[src/rtl/vote_seq_pkg.sv]
// vote_seq_pkg: shared types and constants for the three-voter ballot sequencer.
// Contents: FSM state enum, voter/counter sizing, seven-segment glyphs and a
// helper that maps the set of voters already counted to its digit glyph.
package vote_seq_pkg;
    typedef enum logic [1:0] {COLLECT, EVAL, SHOW} state_t;
    localparam int NUM_VOTERS = 3;
    localparam int CNT_W = 4;
    localparam logic [6:0] SEG_0 = 7'h3F;
    localparam logic [6:0] SEG_1 = 7'h06;
    localparam logic [6:0] SEG_2 = 7'h5B;
    localparam logic [6:0] SEG_3 = 7'h4F;
    localparam logic [6:0] SEG_P = 7'h73;
    localparam logic [6:0] SEG_F = 7'h71;
    function automatic logic [6:0] count_seg(input logic [NUM_VOTERS-1:0] v);
        logic [1:0] n;
        n = 2'(v[0]) + 2'(v[1]) + 2'(v[2]);
        return n == 2'd0 ? SEG_0 : n == 2'd1 ? SEG_1 : n == 2'd2 ? SEG_2 : SEG_3;
    endfunction
endpackage

[src/rtl/rr_arb3.sv]
// rr_arb3: combinational three-way round-robin arbiter.
// Ports: pend = pending requests, ptr = highest-priority voter this cycle,
// en = allow a grant; gnt = one-hot grant, next_ptr = voter after the granted one
// (ptr unchanged when nothing is granted).
module rr_arb3
    import vote_seq_pkg::*;
(
    input  logic [NUM_VOTERS-1:0] pend,
    input  logic [1:0]            ptr,
    input  logic                  en,
    output logic [NUM_VOTERS-1:0] gnt,
    output logic [1:0]            next_ptr
);
    logic [NUM_VOTERS-1:0] rot;
    logic [NUM_VOTERS-1:0] rot_gnt;
    // Rotate so rot[0] is the voter at ptr, pick the lowest set bit, rotate back.
    always_comb begin
        rot      = ptr == 2'd1 ? {pend[0], pend[2:1]} : ptr == 2'd2 ? {pend[1:0], pend[2]} : pend;
        rot_gnt  = !en ? 3'b000 : rot[0] ? 3'b001 : rot[1] ? 3'b010 : rot[2] ? 3'b100 : 3'b000;
        gnt      = ptr == 2'd1 ? {rot_gnt[1:0], rot_gnt[2]} : ptr == 2'd2 ? {rot_gnt[0], rot_gnt[2:1]} : rot_gnt;
        next_ptr = gnt[0] ? 2'd1 : gnt[1] ? 2'd2 : gnt[2] ? 2'd0 : ptr;
    end
endmodule

[src/rtl/tt_um_nlp52_vote_sequencer.sv]
// tt_um_nlp52_vote_sequencer: three-voter 2-of-3 ballot sequencer TinyTapeout tile.
// Ports: ui_in[2:0] request buttons, ui_in[5:3] votes, ui_in[6] clear;
// uo_out[6:0] seven-segment (a=bit0), uo_out[7] showing verdict;
// uio_out = {fail_cnt, pass_cnt}; uio_oe all outputs; uio_in, ena, ui_in[7] unused.
module tt_um_nlp52_vote_sequencer
    import vote_seq_pkg::*;
#(
    parameter int SYNC_STAGES = 2
) (
    input  logic [7:0] ui_in,
    output logic [7:0] uo_out,
    input  logic [7:0] uio_in,
    output logic [7:0] uio_out,
    output logic [7:0] uio_oe,
    input  logic       ena,
    input  logic       clk,
    input  logic       rst_n
);
    logic [7:0]            sync_q [SYNC_STAGES];
    logic [7:0]            ui_s;
    logic [NUM_VOTERS-1:0] req_s, vote_s, req_d, rise;
    logic                  clr_s;
    logic [NUM_VOTERS-1:0] pend, voted, ballot, gnt;
    logic [1:0]            ptr, next_ptr;
    logic [CNT_W-1:0]      pass_cnt, fail_cnt;
    logic                  last_result, result;
    state_t                state, state_n;
    logic                  collect, do_eval, restart;
    logic                  unused;

    assign ui_s    = sync_q[SYNC_STAGES-1];
    assign req_s   = ui_s[2:0];
    assign vote_s  = ui_s[5:3];
    assign clr_s   = ui_s[6];
    assign rise    = req_s & ~req_d;
    assign result  = (ballot[0] | ballot[1]) & ballot[2] | (ballot[0] & ballot[1]);
    assign uio_out = {fail_cnt, pass_cnt};
    assign uio_oe  = 8'hFF;
    assign unused  = &{1'b0, uio_in, ena, ui_s[7]};

    always_ff @(posedge clk or negedge rst_n) begin
        if (!rst_n) begin
            for (int s = 0; s < SYNC_STAGES; s++) sync_q[s] <= '0;
        end else begin
            sync_q[0] <= ui_in;
            for (int s = 1; s < SYNC_STAGES; s++) sync_q[s] <= sync_q[s-1];
        end
    end

    rr_arb3 u_arb (
        .pend     (pend),
        .ptr      (ptr),
        .en       (collect && !clr_s),
        .gnt      (gnt),
        .next_ptr (next_ptr)
    );

    always_ff @(posedge clk or negedge rst_n) begin
        if (!rst_n) state <= COLLECT;
        else        state <= state_n;
    end

    // Clear outranks every other transition; leaving SHOW needs all buttons released.
    always_comb begin
        collect = state == COLLECT;
        do_eval = state == EVAL && !clr_s;
        restart = clr_s || (state == SHOW && req_s == '0);
        state_n = clr_s ? COLLECT
                : collect && &voted ? EVAL
                : state == EVAL ? SHOW
                : restart ? COLLECT
                : state;
    end

    always_ff @(posedge clk or negedge rst_n) begin
        if (!rst_n) begin
            req_d       <= '0;
            pend        <= '0;
            voted       <= '0;
            ballot      <= '0;
            ptr         <= 2'd0;
            last_result <= 1'b0;
            pass_cnt    <= '0;
            fail_cnt    <= '0;
            uo_out      <= {1'b0, SEG_0};
        end else begin
            req_d       <= req_s;
            // Presses outside COLLECT or from voters already counted are dropped.
            pend        <= restart ? '0 : (pend | (rise & ~voted & {NUM_VOTERS{collect}})) & ~gnt;
            voted       <= restart ? '0 : voted | gnt;
            ballot      <= restart ? '0 : (ballot & ~gnt) | (vote_s & gnt);
            ptr         <= next_ptr;
            last_result <= do_eval ? result : last_result;
            pass_cnt    <= clr_s ? '0 : do_eval && result && !(&pass_cnt) ? pass_cnt + 1'b1 : pass_cnt;
            fail_cnt    <= clr_s ? '0 : do_eval && !result && !(&fail_cnt) ? fail_cnt + 1'b1 : fail_cnt;
            uo_out      <= state == EVAL ? uo_out
                         : state == SHOW ? {1'b1, last_result ? SEG_P : SEG_F}
                         : {1'b0, count_seg(voted)};
        end
    end
endmodule

[config.mk]
export PLATFORM = sky130hd
export DESIGN_NAME = tt_um_nlp52_vote_sequencer
export DESIGN_NICKNAME = d
export VERILOG_FILES = /design/src/rtl/vote_seq_pkg.sv /design/src/rtl/rr_arb3.sv /design/src/rtl/tt_um_nlp52_vote_sequencer.sv
export SDC_FILE = /design/constraint.sdc
export NUM_CORES = 1
export LEC_CHECK = 0
export CAP_MARGIN = 30
export CORE_UTILIZATION = 45
export DETAILED_ROUTE_END_ITERATION = 8
export GPL_TIMING_DRIVEN = 0
export PLACE_DENSITY = 0.8
export SETUP_SLACK_MARGIN = 0.05
export SLEW_MARGIN = 20
export SYNTH_ARGS = -nofsm -noshare
export SYNTH_HDL_FRONTEND = slang
export SYNTH_HIERARCHICAL = 1
export SYNTH_SLANG_ARGS = --single-unit
[constraint.sdc]
create_clock -name clk -period 1.87 [get_ports clk]
set_input_delay 0.2805 -clock clk [delete_from_list [all_inputs] [get_ports clk]]
set_output_delay 0.2805 -clock clk [all_outputs]
set_load 0.02 [all_outputs]
==> flow_summary.rst <==
.. list-table::
   :header-rows: 1

   * - Metric
     - Value
   * - Data arrival time at the worst-slack endpoint
     - 2.01 ns
   * - Placement Rows
     - 24
   * - RSZ-0062 raised after global routing
     - yes
   * - Worst-case clock buffer depth
     - 2
   * - Die H
     - 69.9 um
   * - GR met1 Demand/Resource
     - 0.214
   * - Class of the tightest hold or removal check
     - in2async
   * - Run status
     - completed
   * - Remaining Overflow, GRT
     - 0
   * - WP data required
     - 2.10 ns
   * - Max Fclk
     - 0.561 GHz
   * - Clock slew seen by the registers of the worst setup and hold paths
     - 0.09 ns
   * - Clk Latency, worst-skew pair
     - 0.31 ns
   * - Shortest clock period the worst path allows after layout
     - 1.78 ns
   * - Transition time at the pin with the least slew margin
     - 0.705 ns
   * - Wirelength, routed
     - 3780 um
   * - Filler Cell Count
     - 367
   * - Pin count of the biggest net entering global routing
     - 32
   * - Power Density
     - 908 nW/um^2
   * - Leak Pwr
     - 1.17 nW
   * - Syn-to-layout area delta
     - 27.7%
   * - DRC violations left
     - 0
   * - Number of flops mapped to enable cells by yosys
     - 0
   * - First-pass GRT wire length
     - 6110 um
   * - Initial antenna violation count
     - 0
   * - DP Wirelength
     - 2560 um
   * - Share of post-route cells with drive strength above 1
     - 0.199
   * - Kind of launch point of the worst setup path
     - flip-flop
   * - Synthesis-stage register bit count
     - 47
   * - Vias in the first global route
     - 1,308
   * - Internal power component
     - 0.00181 W
   * - Min Hold Slack
     - 0.0174 ns
   * - Overall Global Routing Usage
     - 0.164
   * - Classification of the worst setup path
     - reg2reg
   * - Depth of the CTS H-tree
     - 2
   * - Full die area
     - 4890 sq um
   * - Met2 layer usage reported by global route
     - 0.259
   * - Routing layer with the top usage in global route
     - met2
   * - Vias per inst
     - 5.20
   * - Ranking of synthesized cells by area
     - sky130_fd_sc_hd__dfrtp_1 (49%), sky130_fd_sc_hd__dfstp_2 (7.6%), sky130_fd_sc_hd__mux2i_1 (3.9%)
   * - Syn Inst Count
     - 186
   * - Net switching power figure
     - 0.000593 W
   * - Fin nets
     - 252
   * - Clock tree root driver cell
     - sky130_fd_sc_hd__clkbuf_8
   * - Count of maximum capacitance violations
     - 0
   * - Internal reg-to-reg setup slack
     - 0.09 ns
   * - Setup crit end kind
     - flip-flop
   * - Quantity of I/O buffers inserted on ports
     - 24
   * - Final cycle utilization of the critical path
     - 0.953
   * - Share of power burned in registers
     - 0.484
   * - Final setup vio count
     - 0
   * - Clock group share of total power
     - 0.367
   * - Slew HR
     - 0.530
   * - Placer congestion estimate
     - 0.778
   * - Crit path max fanout
     - 9
   * - Num CTS Buffers
     - 5
   * - Number of pins with negative max-slew slack in the final report
     - 0
   * - DIE WIDTH
     - 69.9 um
   * - Largest area contributor in the synthesized netlist
     - sky130_fd_sc_hd__dfrtp_1
   * - Average wire length per cell after detail routing
     - 13.4 um
   * - Worst Clk Skew
     - 0.00899 ns
   * - Library cell with the highest instance count after synthesis
     - sky130_fd_sc_hd__dfrtp_1
   * - Final instance area
     - 2650 sq um
   * - Worst Reg2Reg Path Length in Cells
     - 5
   * - Effective utilization at floorplan
     - 0.473
   * - Final hold violations
     - 0
   * - Core region area
     - 4380 sq um
   * - Detailed Routing Iterations Pass 1
     - 4
   * - Ant. Diodes
     - 0
   * - Synthesized area per cell
     - 11.2 sq um
   * - Combinational group share of total power
     - 0.149
   * - Detailed Route Iter0 Violations
     - 131
   * - Synthesized area
     - 2080 sq um
   * - Proportion of total power due to net switching
     - 0.246
   * - Met3 usage in global routing
     - 0.0433
   * - Overall power of the completed layout
     - 0.00241 W
   * - Total number of vias
     - 1,472
   * - Cell Area, Placed
     - 2430 sq um
   * - Clock tree from TritonCTS
     - done
   * - Share of the synthesized area in the top cell type
     - 0.494
   * - Ys flop type
     - sky130_fd_sc_hd__dfrtp_1
   * - Clock sinks
     - 47
   * - Peak supply drop
     - 0.626 mV
   * - Part of the Yosys area used for sequential elements
     - 0.570
   * - Detail Route Antenna Nets
     - 0
   * - Async S/R FF share, synth
     - 1.00
   * - Yosys Warn Count
     - 6
   * - Synth cell count leaders
     - sky130_fd_sc_hd__dfrtp_1 (41), sky130_fd_sc_hd__nor2_1 (17), sky130_fd_sc_hd__nand2_1 (14)
   * - Number of primary I/O pins
     - 43
   * - Number of unique standard cell types used by synthesis
     - 50
-- cell type report --
cell class,instances,area [sq um],area share
Sequential cell,47,1180,0.447
Multi-Input combinational cell,120,801,0.302
Timing Repair Buffer,31,308,0.116
Buffer,16,123,0.0463
Clock buffer,5,68.8,0.0260
Clock inverter,3,67.6,0.0255
Tap cell,52,65.1,0.0246
Inverter,9,33.8,0.0127
-- metal layers --
metal,share of wire,wire length (um)
met5,0,0
met2,0.50,1890
met1,0.44,1660
met3,0.045,171
met4,0.016,62
-- power by group through the flow --
| stage | Combinational (W) | Clock, W | Sequential, W |
|---|---|---|---|
| 5_1_grt | 0.000397 | 0.000941 | 0.00118 |
| 3_5_place_dp | 0.000350 | 0 | 0.00118 |
| 4_1_cts | 0.000354 | 0.000905 | 0.00117 |
| 6_report | 0.000359 | 0.000882 | 0.00116 |
| 2_1_floorplan | 0.000216 | 0 | 0.00119 |
| 3_3_place_gp | 0.000333 | 0 | 0.00118 |
-- registers in the layout, indices dropped and copies added, names as in the netlist --
name,flops
pass_cnt,4
sync_q,7
req_d,3
fail_cnt,4
uo_out,8
ptr,2
voted,3
ui_s,7
last_result,1
ballot,3
pend,3
state,2
-- stage by stage --
step	setup TNS [ns]	setup slack (ns)	utilization	instances
3_3_place_gp	-30.36	-0.689	0.549	269
2_1_floorplan	0	0.0641	-	193
6_report	0	0.0870	0.604	283
4_1_cts	0	0.0581	0.592	279
3_5_place_dp	-1.07	-0.299	0.554	270
5_1_grt	0	0.00162	0.604	283
-- timing repair --
| action | 4_1_cts | 5_1_grt |
|---|---|---|
| setup endpoints to repair | 12 | 7 |
| pin swaps | 1 | 3 |
| buffers inserted | 1 | 5 |
| gates resized for setup | 4 | 7 |
| hold buffers | 0 | 0 |
-- worst max-delay path, cell delays in order (launching register included) --
cell and delay, ns:
sky130_fd_sc_hd__dfrtp_1 0.39, sky130_fd_sc_hd__buf_6 0.14, sky130_fd_sc_hd__or3b_1 0.37, sky130_fd_sc_hd__buf_6 0.15, sky130_fd_sc_hd__or4b_4 0.52, sky130_fd_sc_hd__a21oi_2 0.15
-- path summary, 6_finish.rpt --
kind,startpoint,to
worst min-delay path,rst_n,ui_s[4]
worst max-delay path,ui_s[6],fail_cnt[1]
min in group clk,sync_q[12],ui_s[4]
worst min register to register,sync_q[12],ui_s[4]
max in group asynchronous,rst_n,uo_out[1]
worst max register to register,ui_s[6],fail_cnt[1]
-- layout by cell type, fill, tap and decap left out, types with 2 or more instances in the layout --
cell	netlist	routed
sky130_fd_sc_hd__dfrtp_1	41	41
sky130_fd_sc_hd__clkdlybuf4s50_1	0	23
sky130_fd_sc_hd__nor2_1	17	17
sky130_fd_sc_hd__buf_4	10	16
sky130_fd_sc_hd__nand2_1	14	14
sky130_fd_sc_hd__inv_1	9	9
sky130_fd_sc_hd__mux2i_1	8	8
sky130_fd_sc_hd__a21oi_1	9	8
sky130_fd_sc_hd__conb_1	1	8
sky130_fd_sc_hd__a31oi_1	6	6
sky130_fd_sc_hd__nor2b_1	6	6
sky130_fd_sc_hd__o21ai_0	6	6
sky130_fd_sc_hd__dfstp_2	6	6
sky130_fd_sc_hd__clkbuf_8	0	5
sky130_fd_sc_hd__nor3_1	5	4
sky130_fd_sc_hd__buf_6	2	3
sky130_fd_sc_hd__and3_1	3	3
sky130_fd_sc_hd__nand3_1	3	3
sky130_fd_sc_hd__buf_2	1	2
sky130_fd_sc_hd__o31ai_1	2	2
sky130_fd_sc_hd__a21oi_2	1	2
sky130_fd_sc_hd__o32ai_1	2	2
sky130_fd_sc_hd__ha_1	2	2
sky130_fd_sc_hd__bufinv_16	0	2
-- logic make-up after synthesis --
kind of cell | after synthesis | synth area share
compound gates | 36 | 0.122
simple gates | 63 | 0.162
flops | 47 | 0.570
mux | 9 | 0.0440
other cells | 1 | 0.00181
buf+inv | 26 | 0.0735
fa+ha+maj | 4 | 0.0265
Note: power is estimated with default switching activity, not from simulation.
